### src/rtl/mdu_seq.sv
// mdu_seq: iterative unsigned MULTU/DIVU sequencer that borrows the shared ALU
// for one add or subtract per cycle, leaving the result in HI/LO.
`ifndef ALU_OP_ADD
`define ALU_OP_ADD 4'h0
`endif
`ifndef ALU_OP_SUB
`define ALU_OP_SUB 4'h1
`endif
module mdu_seq #(
    parameter int XLEN = 32
) (
    input  logic            clk,
    input  logic            rst_n,
    input  logic            start,
    input  logic            func,
    input  logic [XLEN-1:0] rs,
    input  logic [XLEN-1:0] rt,
    output logic            busy,
    output logic            done,
    output logic [XLEN-1:0] hi,
    output logic [XLEN-1:0] lo,
    output logic            alu_req,
    output logic [3:0]      alu_op,
    output logic [XLEN-1:0] alu_a,
    output logic [XLEN-1:0] alu_b,
    input  logic [XLEN-1:0] alu_x
);
    typedef enum logic {IDLE, RUN} state_t;
    state_t          r_state, w_state_nx;
    logic [4:0]      r_cnt;
    logic            r_fn, r_done;
    logic [XLEN-1:0] r_opb, r_hi, r_lo, w_hi_nx, w_lo_nx, w_r;
    logic            w_run, w_last, w_carry, w_nb;
    assign w_run   = r_state == RUN;
    assign w_last  = w_run && r_cnt == 5'(XLEN - 1);
    assign w_r     = {r_hi[XLEN-2:0], r_lo[XLEN-1]};
    // ALU operands decode only from registered state, so alu_x never loops back into them
    assign alu_op  = (w_run && r_fn) ? `ALU_OP_SUB : `ALU_OP_ADD;
    assign alu_a   = !w_run ? '0 : (r_fn ? w_r : r_hi);
    assign alu_b   = w_run ? r_opb : '0;
    assign busy    = w_run;
    assign alu_req = w_run;
    assign done    = r_done;
    assign hi      = r_hi;
    assign lo      = r_lo;
    always_ff @(posedge clk or negedge rst_n) begin
        if (!rst_n) r_state <= IDLE;
        else        r_state <= w_state_nx;
    end
    always_comb begin
        w_state_nx = r_state;
        w_hi_nx    = r_hi;
        w_lo_nx    = r_lo;
        w_carry    = alu_x < r_hi;
        w_nb       = r_hi[XLEN-1] | (alu_x <= w_r);
        if (!w_run) begin
            if (start) begin
                w_state_nx = RUN;
                w_hi_nx    = '0;
                w_lo_nx    = rs;
            end
        end else begin
            if (!r_fn)
                {w_hi_nx, w_lo_nx} = r_lo[0] ? {w_carry, alu_x, r_lo[XLEN-1:1]}
                                             : {1'b0, r_hi, r_lo[XLEN-1:1]};
            else begin
                w_hi_nx = w_nb ? alu_x : w_r;
                w_lo_nx = {r_lo[XLEN-2:0], w_nb};
            end
            if (w_last) w_state_nx = IDLE;
        end
    end
    always_ff @(posedge clk or negedge rst_n) begin
        if (!rst_n) begin
            r_cnt  <= '0;
            r_fn   <= 1'b0;
            r_opb  <= '0;
            r_hi   <= '0;
            r_lo   <= '0;
            r_done <= 1'b0;
        end else begin
            r_hi   <= w_hi_nx;
            r_lo   <= w_lo_nx;
            r_done <= w_last;
            r_cnt  <= w_run ? r_cnt + 5'd1 : 5'd0;
            if (!w_run && start) begin
                r_fn  <= func;
                r_opb <= rt;
            end
        end
    end
endmodule

### config.mk
export PLATFORM = sky130hd
export DESIGN_NAME = mdu_seq
export DESIGN_NICKNAME = d
export VERILOG_FILES = /design/src/rtl/mdu_seq.sv
export SDC_FILE = /design/constraint.sdc
export NUM_CORES = 1
export LEC_CHECK = 0
export ABC_CLOCK_PERIOD_IN_PS = 3900
export CAP_MARGIN = 25
export CORE_MARGIN = 2
export CORE_UTILIZATION = 45
export CTS_CLUSTER_DIAMETER = 150
export CTS_CLUSTER_SIZE = 14
export DETAILED_ROUTE_END_ITERATION = 12
export MAX_ROUTING_LAYER = met4
export PLACE_DENSITY_LB_ADDON = 0.2
export RECOVER_POWER = 50
export SLEW_MARGIN = 25
export SYNTH_ARGS = -nofsm -noshare
export SYNTH_HDL_FRONTEND = slang
export SYNTH_SLANG_ARGS = --single-unit
### constraint.sdc
create_clock -name clk -period 3.9 [get_ports clk]
set_input_delay 0.975 -clock clk [delete_from_list [all_inputs] [get_ports clk]]
set_output_delay 0.975 -clock clk [all_outputs]
set_load 0.02 [all_outputs]
==> results of run 1 <==
## path summary, 6_finish.rpt
| path | endpoint | slack (ns) | cells past startpoint |
|---|---|---|---|
| worst max-delay path | alu_op[0] | 0.70 | 2 |
| worst min-delay path | r_cnt[0] | 0.47 | 1 |
| worst max register to register | r_opb[2] | 1.02 | 3 |
| worst min register to register | r_cnt[0] | 0.47 | 1 |
| max in group asynchronous | r_opb[0] | 1.28 | 2 |
| min in group asynchronous | hi[13] | 1.02 | 1 |
## layer usage
metal	share of wire, %	up-vias	wire length [µm]
li1	-	3385	-
met3	6.6	25	1410
met2	46	221	9920
met1	46	3269	9810
met4	1.7	0	365
met5	0	-	0
## where the power goes
group | internal [mW] | leakage (nW) | total [mW] | switching, mW
sequential | 1.63 | 1.24 | 2.39 | 0.755
combinational | 3.08 | 3.29 | 6.30 | 3.23
clock | 0.454 | 0.139 | 0.929 | 0.475
## layout make-up
class                           count  area (µm²)  area share [%]
Multi-Input combinational cell    625        4870            45.8
Sequential cell                   104        2610            24.6
Timing Repair Buffer              251        2430            22.9
Tap cell                          225         282            2.65
Clock buffer                        9         225            2.12
Inverter                           36         135            1.27
Clock inverter                      7        71.3           0.671
## Yosys cell counts, types with 4 or more instances
cell type / n
sky130_fd_sc_hd__dfrtp_1: 104
sky130_fd_sc_hd__mux2i_1: 95
sky130_fd_sc_hd__a21oi_1: 83
sky130_fd_sc_hd__nor2b_1: 66
sky130_fd_sc_hd__ha_1: 65
sky130_fd_sc_hd__nand4_1: 46
sky130_fd_sc_hd__nand2_1: 42
sky130_fd_sc_hd__clkbuf_1: 40
sky130_fd_sc_hd__and2_1: 38
sky130_fd_sc_hd__inv_1: 36
sky130_fd_sc_hd__nor2_1: 35
sky130_fd_sc_hd__mux2_2: 32
sky130_fd_sc_hd__a211oi_1: 31
sky130_fd_sc_hd__o211ai_2: 31
sky130_fd_sc_hd__a21o_1: 16
sky130_fd_sc_hd__buf_2: 12
sky130_fd_sc_hd__o21ai_0: 7
sky130_fd_sc_hd__buf_1: 5
sky130_fd_sc_hd__buf_4: 4
## kinds of logic (layout without fill, tap and decap cells)
family / count (synthesis) / in the layout / share of synthesized area (%)
flip-flops: 104 / 104 / 32.9
other: 1 / 3 / 0.0474
AND/OR/NAND/NOR: 241 / 241 / 16.9
multiplexers: 127 / 127 / 16.6
buffers and inverters: 101 / 303 / 5.88
XOR/XNOR: 2 / 2 / 0.221
AO/OA/AOI/OAI: 187 / 187 / 17.2
adder cells (fa/ha/maj): 65 / 65 / 10.3
## worst max-delay path, cell delays in order, from the launching register on
cell,delay (ns)
sky130_fd_sc_hd__dfrtp_4,0.96
sky130_fd_sc_hd__and2_2,0.29
sky130_fd_sc_hd__clkdlybuf4s50_1,0.61
## stage by stage
| stage | hold WS [ns] | std cells | worst slack, ns |
|---|---|---|---|
| 4_1_cts | 0.478 | 1257 | 0.656 |
| 6_report | 0.472 | 1257 | 0.700 |
| 3_3_place_gp | 0.454 | 1241 | 0.455 |
| 3_5_place_dp | 0.466 | 1241 | 0.425 |
| 5_1_grt | 0.500 | 1257 | 0.566 |
| 2_1_floorplan | 0.431 | 830 | 1.16 |
## sequential cells by signal, summed over array words and instances, names as in the netlist
signal   flops
hi          32
lo          32
r_opb       32
r_cnt        5
alu_req      1
done         1
r_fn         1
==> flow_metrics.py, run 1 <==
metrics = {
    "sta": {
        "timing_worst_slew_pin_value_ns": 1.79,
        "period_needed_ns": 3.20,
        "setup-violations-final": 0,
        "slew-limit-headroom_pct": -19.3,
        "report.final.hold_viol_count": 0,
        "tns_ns": 0,
        "min_period_over_period_pct": 82.1,
        "rsz_0062_raised_after_global_routing": "false",
        "timing.fmax_mhz": 312,
        "final_max_slew_viol_count": 172,
        "finalClockSkew_ns": 0.0112,
    },
    "drt": {
        "total_length_of_routed_wires_um": 21500,
        "drtIter0Drc": 448,
        "route.vias.total": 6900,
        "drcViolationCount": 0,
        "detail-route-antenna-nets": 0,
        "via_per_inst": 5.49,
        "detail_route.wl_per_cell_um": 17.1,
        "tritonroute_pass_1_iters": 5,
    },
    "power_and_ir_drop": {
        "p_per_area_nw_per_um2": 906,
        "total_leakage_power_nw": 4.67,
        "power_mw": 9.62,
        "power.ir.vdd_worst_mv": 0.508,
    },
    "synth": {
        "synthDominantCellAreaShare_pct": 32.9,
        "synthCells": 828,
        "postSynthRegisterBits": 104,
        "synth_area_um2": 7920,
        "post_synth_main_area_contributors": "sky130_fd_sc_hd__dfrtp_1 (33%), sky130_fd_sc_hd__mux2i_1 (12%), sky130_fd_sc_hd__ha_1 (10%)",
        "synth_edf_count": 0,
        "yosysTopAreaCell": "sky130_fd_sc_hd__dfrtp_1",
        "syn_avg_cell_area_um2": 9.56,
        "synth_async_sr_flop_share_pct": 100,
        "synthesis.yosys.warnings": 0,
        "netlist_cell_types": 48,
        "ys_seq_area_share_pct": 32.9,
        "ys_dominant_reg_cell": "sky130_fd_sc_hd__dfrtp_1",
    },
    "floorplanning": {
        "design.core.area_um2": 17200,
        "core.rowCount": 48,
        "floorplan.initialDensity_pct": 45.9,
        "dieHeight_um": 137,
        "dieArea_um2": 18700,
        "design.portCount": 235,
        "die_x_um": 137,
    },
    "critical_path": {
        "worst_r2r_startpoint": "alu_req",
        "timing.critical_path.fanout_max": 90,
        "timing.critical_path.required_ns": 2.92,
        "worst-endpoint-arrival_ns": 2.23,
        "timing.critical_path.from": "alu_req",
        "critPathKind": "register to primary output",
        "worstSetupEndpointType": "primary output",
        "crit_path_start_kind": "register",
    },
    "clocking": {
        "clk_path_buf_depth": 2,
        "clk_root_buffer_cell": "sky130_fd_sc_hd__clkbuf_16",
        "cts.sinks": 104,
        "postCtsResizedCells": 0,
        "cts_setup_buffers": 0,
        "clock_insertion_delay_worst_skew_ns": 0.36,
        "clkTransAtPathRegs_ns": 0.08,
        "cts_htree_levels": 3,
        "cts_tree": "yes",
        "cts_made_buffers": 9,
        "cts_hold_buffers": 0,
    },
    "placed_design": {
        "port_buffers": 231,
        "place_hpwl_um": 15400,
        "placedInstanceArea_um2": 10400,
        "gpl.final_weighted_congestion": 0.877,
    },
    "global_route": {
        "first_global_vias": 6701,
        "wire_length_of_the_first_global_routing_pass_um": 34700,
        "met1_usage_pct": 32.3,
        "grtUsageMet2_pct": 36.8,
        "grt_overflow": 0,
        "top_usage_layer": "met2",
        "maximum_number_of_pins_on_one_net_before_global_route_repair": 91,
        "groute.usage.overall_pct": 24.0,
        "antenna_violations_before_repair": 0,
        "grt_util_met3_pct": 4.67,
    },
    "finish": {
        "n_fill_cell": 1506,
        "util_after_layout_pct": 61.6,
        "postLayoutCellArea_um2": 10600,
        "finalNetCount": 1192,
        "layout_commonest_cell": "sky130_fd_sc_hd__clkdlybuf4s50_1",
        "insertedDiodeCount": 0,
        "most-common-layout-cells": "sky130_fd_sc_hd__clkdlybuf4s50_1 (229), sky130_fd_sc_hd__dfrtp_1 (101), sky130_fd_sc_hd__mux2i_1 (95)",
        "layout-drive-gt1-share_pct": 10.4,
        "syn2layout_area_growth_pct": 34.2,
    },
    "outcome": {
        "violations_in_the_final_reports": "max-capacitance violations, max-slew violations",
        "run_status": "complete, but fails checks",
    },
    "worst_hold_path": {
        "min_from": "r_cnt[0]",
        "holdCritPathClass": "register to register",
    },
    "run": {
        "max_cap_viol_count": 4,
    },
}
(Power assumes the default switching activity.)
==> run 2: changes to the inputs <==
--- a/config.mk
+++ b/config.mk
@@ -5,10 +5,10 @@
 export SDC_FILE = /design/constraint.sdc
 export NUM_CORES = 1
 export LEC_CHECK = 0
-export ABC_CLOCK_PERIOD_IN_PS = 3900
+export ABC_CLOCK_PERIOD_IN_PS = 2800
 export CAP_MARGIN = 25
 export CORE_MARGIN = 2
-export CORE_UTILIZATION = 45
+export CORE_UTILIZATION = 44
 export CTS_CLUSTER_DIAMETER = 150
 export CTS_CLUSTER_SIZE = 14
 export DETAILED_ROUTE_END_ITERATION = 12
==> constraint.sdc (replaced) <==
create_clock -name clk -period 2.8 [get_ports clk]
set_input_delay 0.7 -clock clk [delete_from_list [all_inputs] [get_ports clk]]
set_output_delay 0.7 -clock clk [all_outputs]
set_load 0.02 [all_outputs]
==> run 2 against run 1 <==
Against the previous run:
- first-iteration DRC count increased by 13%
- sequential cell count stayed put
- utilization rose by 1.5 points
- highest routed layer unchanged
- worst setup slack worse by 0.62 ns
- clock power is 36% higher
- combinational power increased by 52%
- routed wire length is 9.2% higher
- the flow still finishes with violations (max-capacitance violations, max-slew violations)
- register-to-register slack worse by 0.72 ns
- sequential power up 33%
- critical path depth up 8
==> flow_metrics.py, run 2 (same netlist as run 1, synthesis figures left out) <==
metrics = {
    "floorplanning": {
        "design.portCount": 235,
        "core.rowCount": 49,
        "die_x_um": 138,
        "design.core.area_um2": 17800,
        "floorplan.initialDensity_pct": 44.5,
        "dieArea_um2": 19100,
        "dieHeight_um": 138,
    },
    "sta": {
        "timing_worst_slew_pin_value_ns": 2.07,
        "period_needed_ns": 2.72,
        "min_period_over_period_pct": 97.1,
        "timing.fmax_mhz": 368,
        "slew-limit-headroom_pct": -38.2,
        "final_max_slew_viol_count": 34,
        "report.final.hold_viol_count": 0,
        "tns_ns": 0,
        "rsz_0062_raised_after_global_routing": "false",
        "finalClockSkew_ns": 0.0121,
        "setup-violations-final": 0,
    },
    "global_route": {
        "grt_overflow": 0,
        "groute.usage.overall_pct": 25.0,
        "antenna_violations_before_repair": 0,
        "maximum_number_of_pins_on_one_net_before_global_route_repair": 65,
        "wire_length_of_the_first_global_routing_pass_um": 38000,
        "first_global_vias": 7110,
    },
    "power_and_ir_drop": {
        "power.ir.vdd_worst_mv": 0.784,
        "comb_power_share_pct": 68.4,
        "p_sw_share_pct": 45.9,
        "share_seq_of_total_power_pct": 22.6,
        "switching_power_mw": 6.44,
        "power.internal_mw": 7.60,
        "clock_network_power_share_pct": 9.0,
        "p_per_area_nw_per_um2": 1250,
        "total_leakage_power_nw": 5.04,
    },
    "critical_path": {
        "timing.rr.end": "hi[9]",
        "worstSetupEndpointType": "register",
        "critPathKind": "input port to register",
        "reg2regPathDepth": 10,
        "timing.critical_path.fanout_max": 5,
        "worst_r2r_startpoint": "hi[6]",
        "crit_path_start_kind": "input port",
        "setup.reg_to_reg.worst_slack_ns": 0.30,
        "timing.critical_path.required_ns": 3.04,
        "worst-endpoint-arrival_ns": 2.96,
    },
    "drt": {
        "drcViolationCount": 0,
        "drtIter0Drc": 506,
        "detail_route.wl_per_cell_um": 17.8,
        "via_per_inst": 5.49,
        "total_length_of_routed_wires_um": 23500,
        "tritonroute_pass_1_iters": 4,
        "route.vias.total": 7253,
        "detail-route-antenna-nets": 0,
    },
    "finish": {
        "seqCellArea_um2": 2610,
        "most-common-layout-cells": "sky130_fd_sc_hd__clkdlybuf4s50_1 (229), sky130_fd_sc_hd__dfrtp_1 (101), sky130_fd_sc_hd__mux2i_1 (95)",
        "insertedDiodeCount": 0,
        "postLayoutCellArea_um2": 11200,
        "layout_commonest_cell": "sky130_fd_sc_hd__clkdlybuf4s50_1",
        "n_fill_cell": 1575,
        "multiInputGateArea_um2": 4900,
        "post_layout_nonfiller_instances": 1321,
        "layout-drive-gt1-share_pct": 15.9,
        "syn2layout_area_growth_pct": 41.9,
        "finalNetCount": 1252,
    },
    "worst_hold_path": {
        "holdPathEnd": "r_cnt[0]",
        "hold_depth": 1,
        "holdCritPathClass": "register to register",
        "min_from": "r_cnt[0]",
    },
    "clocking": {
        "cts.sinks": 104,
        "clk_root_buffer_cell": "sky130_fd_sc_hd__clkbuf_16",
        "clk_path_buf_depth": 2,
        "cts_tree": "yes",
        "cts_htree_levels": 3,
        "clock_insertion_delay_worst_skew_ns": 0.36,
        "cts_made_buffers": 9,
        "cts_hold_buffers": 0,
        "clkTransAtPathRegs_ns": 0.08,
    },
    "placed_design": {
        "placed_cells_incl_taps": 1293,
        "port_buffers": 231,
        "gpl.final_weighted_congestion": 0.850,
        "placedInstanceArea_um2": 10800,
        "place_hpwl_um": 16300,
    },
    "outcome": {
        "run_status": "complete, but fails checks",
        "violations_in_the_final_reports": "max-capacitance violations, max-slew violations",
    },
    "run": {
        "max_cap_viol_count": 1,
    },
}
[run 2: worst max-delay path, cell delays in order]
cell and delay [ns]:
sky130_fd_sc_hd__clkdlybuf4s50_1 0.45, sky130_fd_sc_hd__ha_1 0.32, sky130_fd_sc_hd__nand4_1 0.18, sky130_fd_sc_hd__nor4_2 0.32, sky130_fd_sc_hd__buf_4 0.18, sky130_fd_sc_hd__a21o_1 0.11
sky130_fd_sc_hd__a31o_2 0.20, sky130_fd_sc_hd__and2_4 0.22, sky130_fd_sc_hd__buf_4 0.17, sky130_fd_sc_hd__o211ai_2 0.09
[run 2: what timing repair did]
action / 4_1_cts / 5_1_grt
cloned: 1 / 1
buffers inserted: 3 / 7
pin swaps: 0 / 1
endpoints found under the setup margin: 59 / 33
gates resized for setup: 4 / 7
[run 2: routing by layer]
layer  wire length [µm]  global-route usage [%]  vias to the layer above
met5                  0                       -                        -
li1                   -                       -                     3529
met2              10800                    37.7                      245
met3               1740                    5.75                       37
met1              10500                    33.6                     3442
met4                447                    7.89                        0
[run 2: layout make-up]
class                           instances  area share [%]
Multi-Input combinational cell        626            43.6
Sequential cell                       104            23.3
Clock inverter                          7           0.579
Timing Repair Buffer                  310            26.8
Tap cell                              229            2.55
Inverter                               36            1.20
Clock buffer                            9            2.01
[run 2: how the worst max path moves through the flow]
stage,to,from
5_1_grt,lo[0],alu_x[31]
2_1_floorplan,hi[10],alu_x[7]
3_5_place_dp,hi[0],alu_x[5]
4_1_cts,lo[0],alu_x[25]
3_3_place_gp,hi[0],alu_x[26]
6_report,hi[9],alu_x[5]
[run 2: power by group through the flow]
stage | clock (mW) | sequential (mW) | combinational, mW
2_1_floorplan | 0 | 3.48 | 5.28
3_3_place_gp | 0 | 3.28 | 8.98
3_5_place_dp | 0 | 3.30 | 9.09
4_1_cts | 1.30 | 3.18 | 9.38
5_1_grt | 1.35 | 3.33 | 10.4
6_report | 1.26 | 3.18 | 9.60
[run 2: through the flow]
| stage | setup slack, ns | utilization [%] | power [mW] | hold WS (ns) |
|---|---|---|---|---|
| after CTS | 0.0242 | 62.5 | 13.9 | 0.306 |
| final | 0.0819 | 63.2 | 14.0 | 0.473 |
| after global routing | 0.00380 | 63.2 | 15.0 | 0.488 |
| after floorplan | 0.331 | - | 8.76 | 0.404 |
| after detailed placement | -0.412 | 60.5 | 12.4 | 0.457 |
| after global placement | -0.350 | 60.5 | 12.3 | 0.451 |
==> run 3: changes to the inputs <==
==> constraint.sdc (replaced) <==
create_clock -name clk -period 2.8 [get_ports clk]
set_input_delay 0.7 -clock clk [delete_from_list [all_inputs] [get_ports clk]]
set_output_delay 0.7 -clock clk [all_outputs]
set_load 0.005 [all_outputs]
==> run 3 against run 2 <==
Against the previous run:
- the flow now finishes without violations
- routed wire length increased by 0.92%
- sequential power about the same
- maximum frequency decreased by 0.34%
- non-clock buffer count decreased by 1
- sequential cell count unchanged
- first-iteration DRC count decreased by 34%
- critical endpoint is now lo[0]
- largest power group unchanged
==> flow_metrics.py, run 3 (same netlist as run 1, synthesis figures left out) <==
metrics = {
    "placed_design": {
        "port_buffers": 231,
        "placed_cells_incl_taps": 1296,
        "gpl.final_weighted_congestion": 0.845,
        "place_hpwl_um": 16900,
    },
    "finish": {
        "insertedDiodeCount": 0,
        "layout_commonest_cell": "sky130_fd_sc_hd__clkdlybuf4s50_1",
        "most-common-layout-cells": "sky130_fd_sc_hd__clkdlybuf4s50_1 (223), sky130_fd_sc_hd__dfrtp_1 (101), sky130_fd_sc_hd__mux2i_1 (95)",
        "util_after_layout_pct": 63.4,
        "n_fill_cell": 1588,
        "finalNetCount": 1251,
        "layout-drive-gt1-share_pct": 16.1,
        "multiInputGateArea_um2": 4950,
        "syn2layout_area_growth_pct": 42.4,
        "seqCellArea_um2": 2610,
        "post_layout_nonfiller_instances": 1319,
    },
    "worst_hold_path": {
        "holdCritPathClass": "input port to asynchronous set/reset pin",
    },
    "floorplanning": {
        "dieArea_um2": 19100,
        "design.portCount": 235,
        "dieHeight_um": 138,
        "design.core.area_um2": 17800,
        "die_x_um": 138,
        "floorplan.initialDensity_pct": 44.5,
        "core.rowCount": 49,
    },
    "sta": {
        "rsz_0062_raised_after_global_routing": "true",
        "min_period_over_period_pct": 97.4,
        "timing_worst_slew_pin_value_ns": 1.34,
        "setup-violations-final": 0,
        "finalClockSkew_ns": 0.0107,
        "timing.fmax_mhz": 367,
        "final_max_slew_viol_count": 0,
        "report.final.hold_viol_count": 0,
        "slew-limit-headroom_pct": 10.7,
        "tns_ns": 0,
        "period_needed_ns": 2.73,
    },
    "power_and_ir_drop": {
        "power.ir.vdd_worst_mv": 0.763,
        "p_per_area_nw_per_um2": 1130,
        "total_leakage_power_nw": 5.08,
    },
    "drt": {
        "total_length_of_routed_wires_um": 23700,
        "drtIter0Drc": 335,
        "via_per_inst": 5.55,
        "detail_route.wl_per_cell_um": 18.0,
        "tritonroute_pass_1_iters": 5,
        "detail-route-antenna-nets": 0,
        "drcViolationCount": 0,
        "route.vias.total": 7326,
    },
    "critical_path": {
        "worstSetupEndpointType": "register",
        "crit_path_start_kind": "input port",
        "timing.critical_path.required_ns": 3.02,
        "worst_r2r_startpoint": "hi[26]",
        "worst-endpoint-arrival_ns": 2.95,
        "timing.critical_path.fanout_max": 34,
        "critPathKind": "input port to register",
        "timing.critical_path.from": "alu_x[26]",
    },
    "clocking": {
        "clk_path_buf_depth": 2,
        "clk_root_buffer_cell": "sky130_fd_sc_hd__clkbuf_16",
        "cts_made_buffers": 9,
        "clock_insertion_delay_worst_skew_ns": 0.35,
        "cts.sinks": 104,
        "cts_hold_buffers": 0,
        "cts_tree": "yes",
        "clkTransAtPathRegs_ns": 0.07,
        "cts_htree_levels": 3,
    },
    "global_route": {
        "first_global_vias": 7341,
        "groute.usage.overall_pct": 25.2,
        "grt_overflow": 0,
        "antenna_violations_before_repair": 0,
        "wire_length_of_the_first_global_routing_pass_um": 38300,
        "maximum_number_of_pins_on_one_net_before_global_route_repair": 65,
    },
    "run": {
        "max_cap_viol_count": 0,
    },
    "outcome": {
        "run_status": "complete, no violations",
    },
}
-- run 3: cell types whose count changed in the layout (fill, tap and decap cells not counted), sizes merged --
cell	previous run	this run
buf	74	77
clkbuf	16	13
clkdlybuf4s50	229	223
bufinv	0	1
clkinvlp	0	1
clkinv	5	1
dlymetal6s2s	0	6
-- run 3: worst paths after layout --
kind                            cells past startpoint        end  slack [ns]
worst max-delay path                                9      lo[0]        0.07
worst min-delay path                                1     hi[24]        0.29
worst max register to register                      9      lo[0]        0.23
worst min register to register                      1   r_cnt[0]        0.46
max in group asynchronous                           2  r_opb[29]        0.84
min in group clk                                    1   r_cnt[0]        0.46
-- run 3: final cells by class --
class                           count  share of cell area (%)
Sequential cell                   104                    23.2
Multi-Input combinational cell    626                    43.9
Tap cell                          229                    2.54
Inverter                           36                    1.20
Timing Repair Buffer              309                    26.6
Clock buffer                       10                    2.03
Clock inverter                      5                   0.566
-- run 3: what timing repair did --
action / CTS / global route
resized for setup: 4 / 16
setup endpoints to repair: 32 / 33
gates cloned: 1 / 1
pin swaps: 1 / 6
setup buffers: 0 / 6
endpoints found under the hold margin: 0 / 0
-- run 3: per-layer routing --
layer  GRT usage, %  wire (µm)  part of all wire [%]
met5              -          0                     0
met4           6.77        437                   1.8
met3           7.00       1660                   7.0
met2           39.8      11200                    47
met1           31.9      10400                    44
-- run 3: critical path, cell delays in order --
cell	delay (ns)
sky130_fd_sc_hd__clkdlybuf4s50_1	0.43
sky130_fd_sc_hd__ha_1	0.30
sky130_fd_sc_hd__nand4_1	0.21
sky130_fd_sc_hd__nor4_4	0.43
sky130_fd_sc_hd__nor3b_4	0.28
sky130_fd_sc_hd__o31ai_4	0.13
sky130_fd_sc_hd__buf_12	0.20
sky130_fd_sc_hd__a21oi_2	0.15
sky130_fd_sc_hd__o22ai_1	0.09
-- run 3: stage by stage --
stage / worst slack, ns / cell area (µm²) / power (mW) / hold WS (ns)
3_3_place_gp: -0.365 / 10800 / 11.1 / 0.451
3_5_place_dp: -0.444 / 10800 / 11.2 / 0.457
6_report: 0.0726 / 11300 / 12.8 / 0.294
4_1_cts: 0.0109 / 11100 / 12.6 / 0.319
2_1_floorplan: 0.332 / 7920 / 7.48 / 0.404
5_1_grt: -0.0595 / 11300 / 13.8 / 0.323
-- run 3: power by group --
| group | switching [mW] | leakage, nW | internal (mW) | total, mW |
|---|---|---|---|---|
| Sequential | 0.917 | 1.24 | 2.28 | 3.20 |
| Combinational | 3.62 | 3.70 | 4.64 | 8.26 |
| Clock | 0.607 | 0.140 | 0.699 | 1.31 |
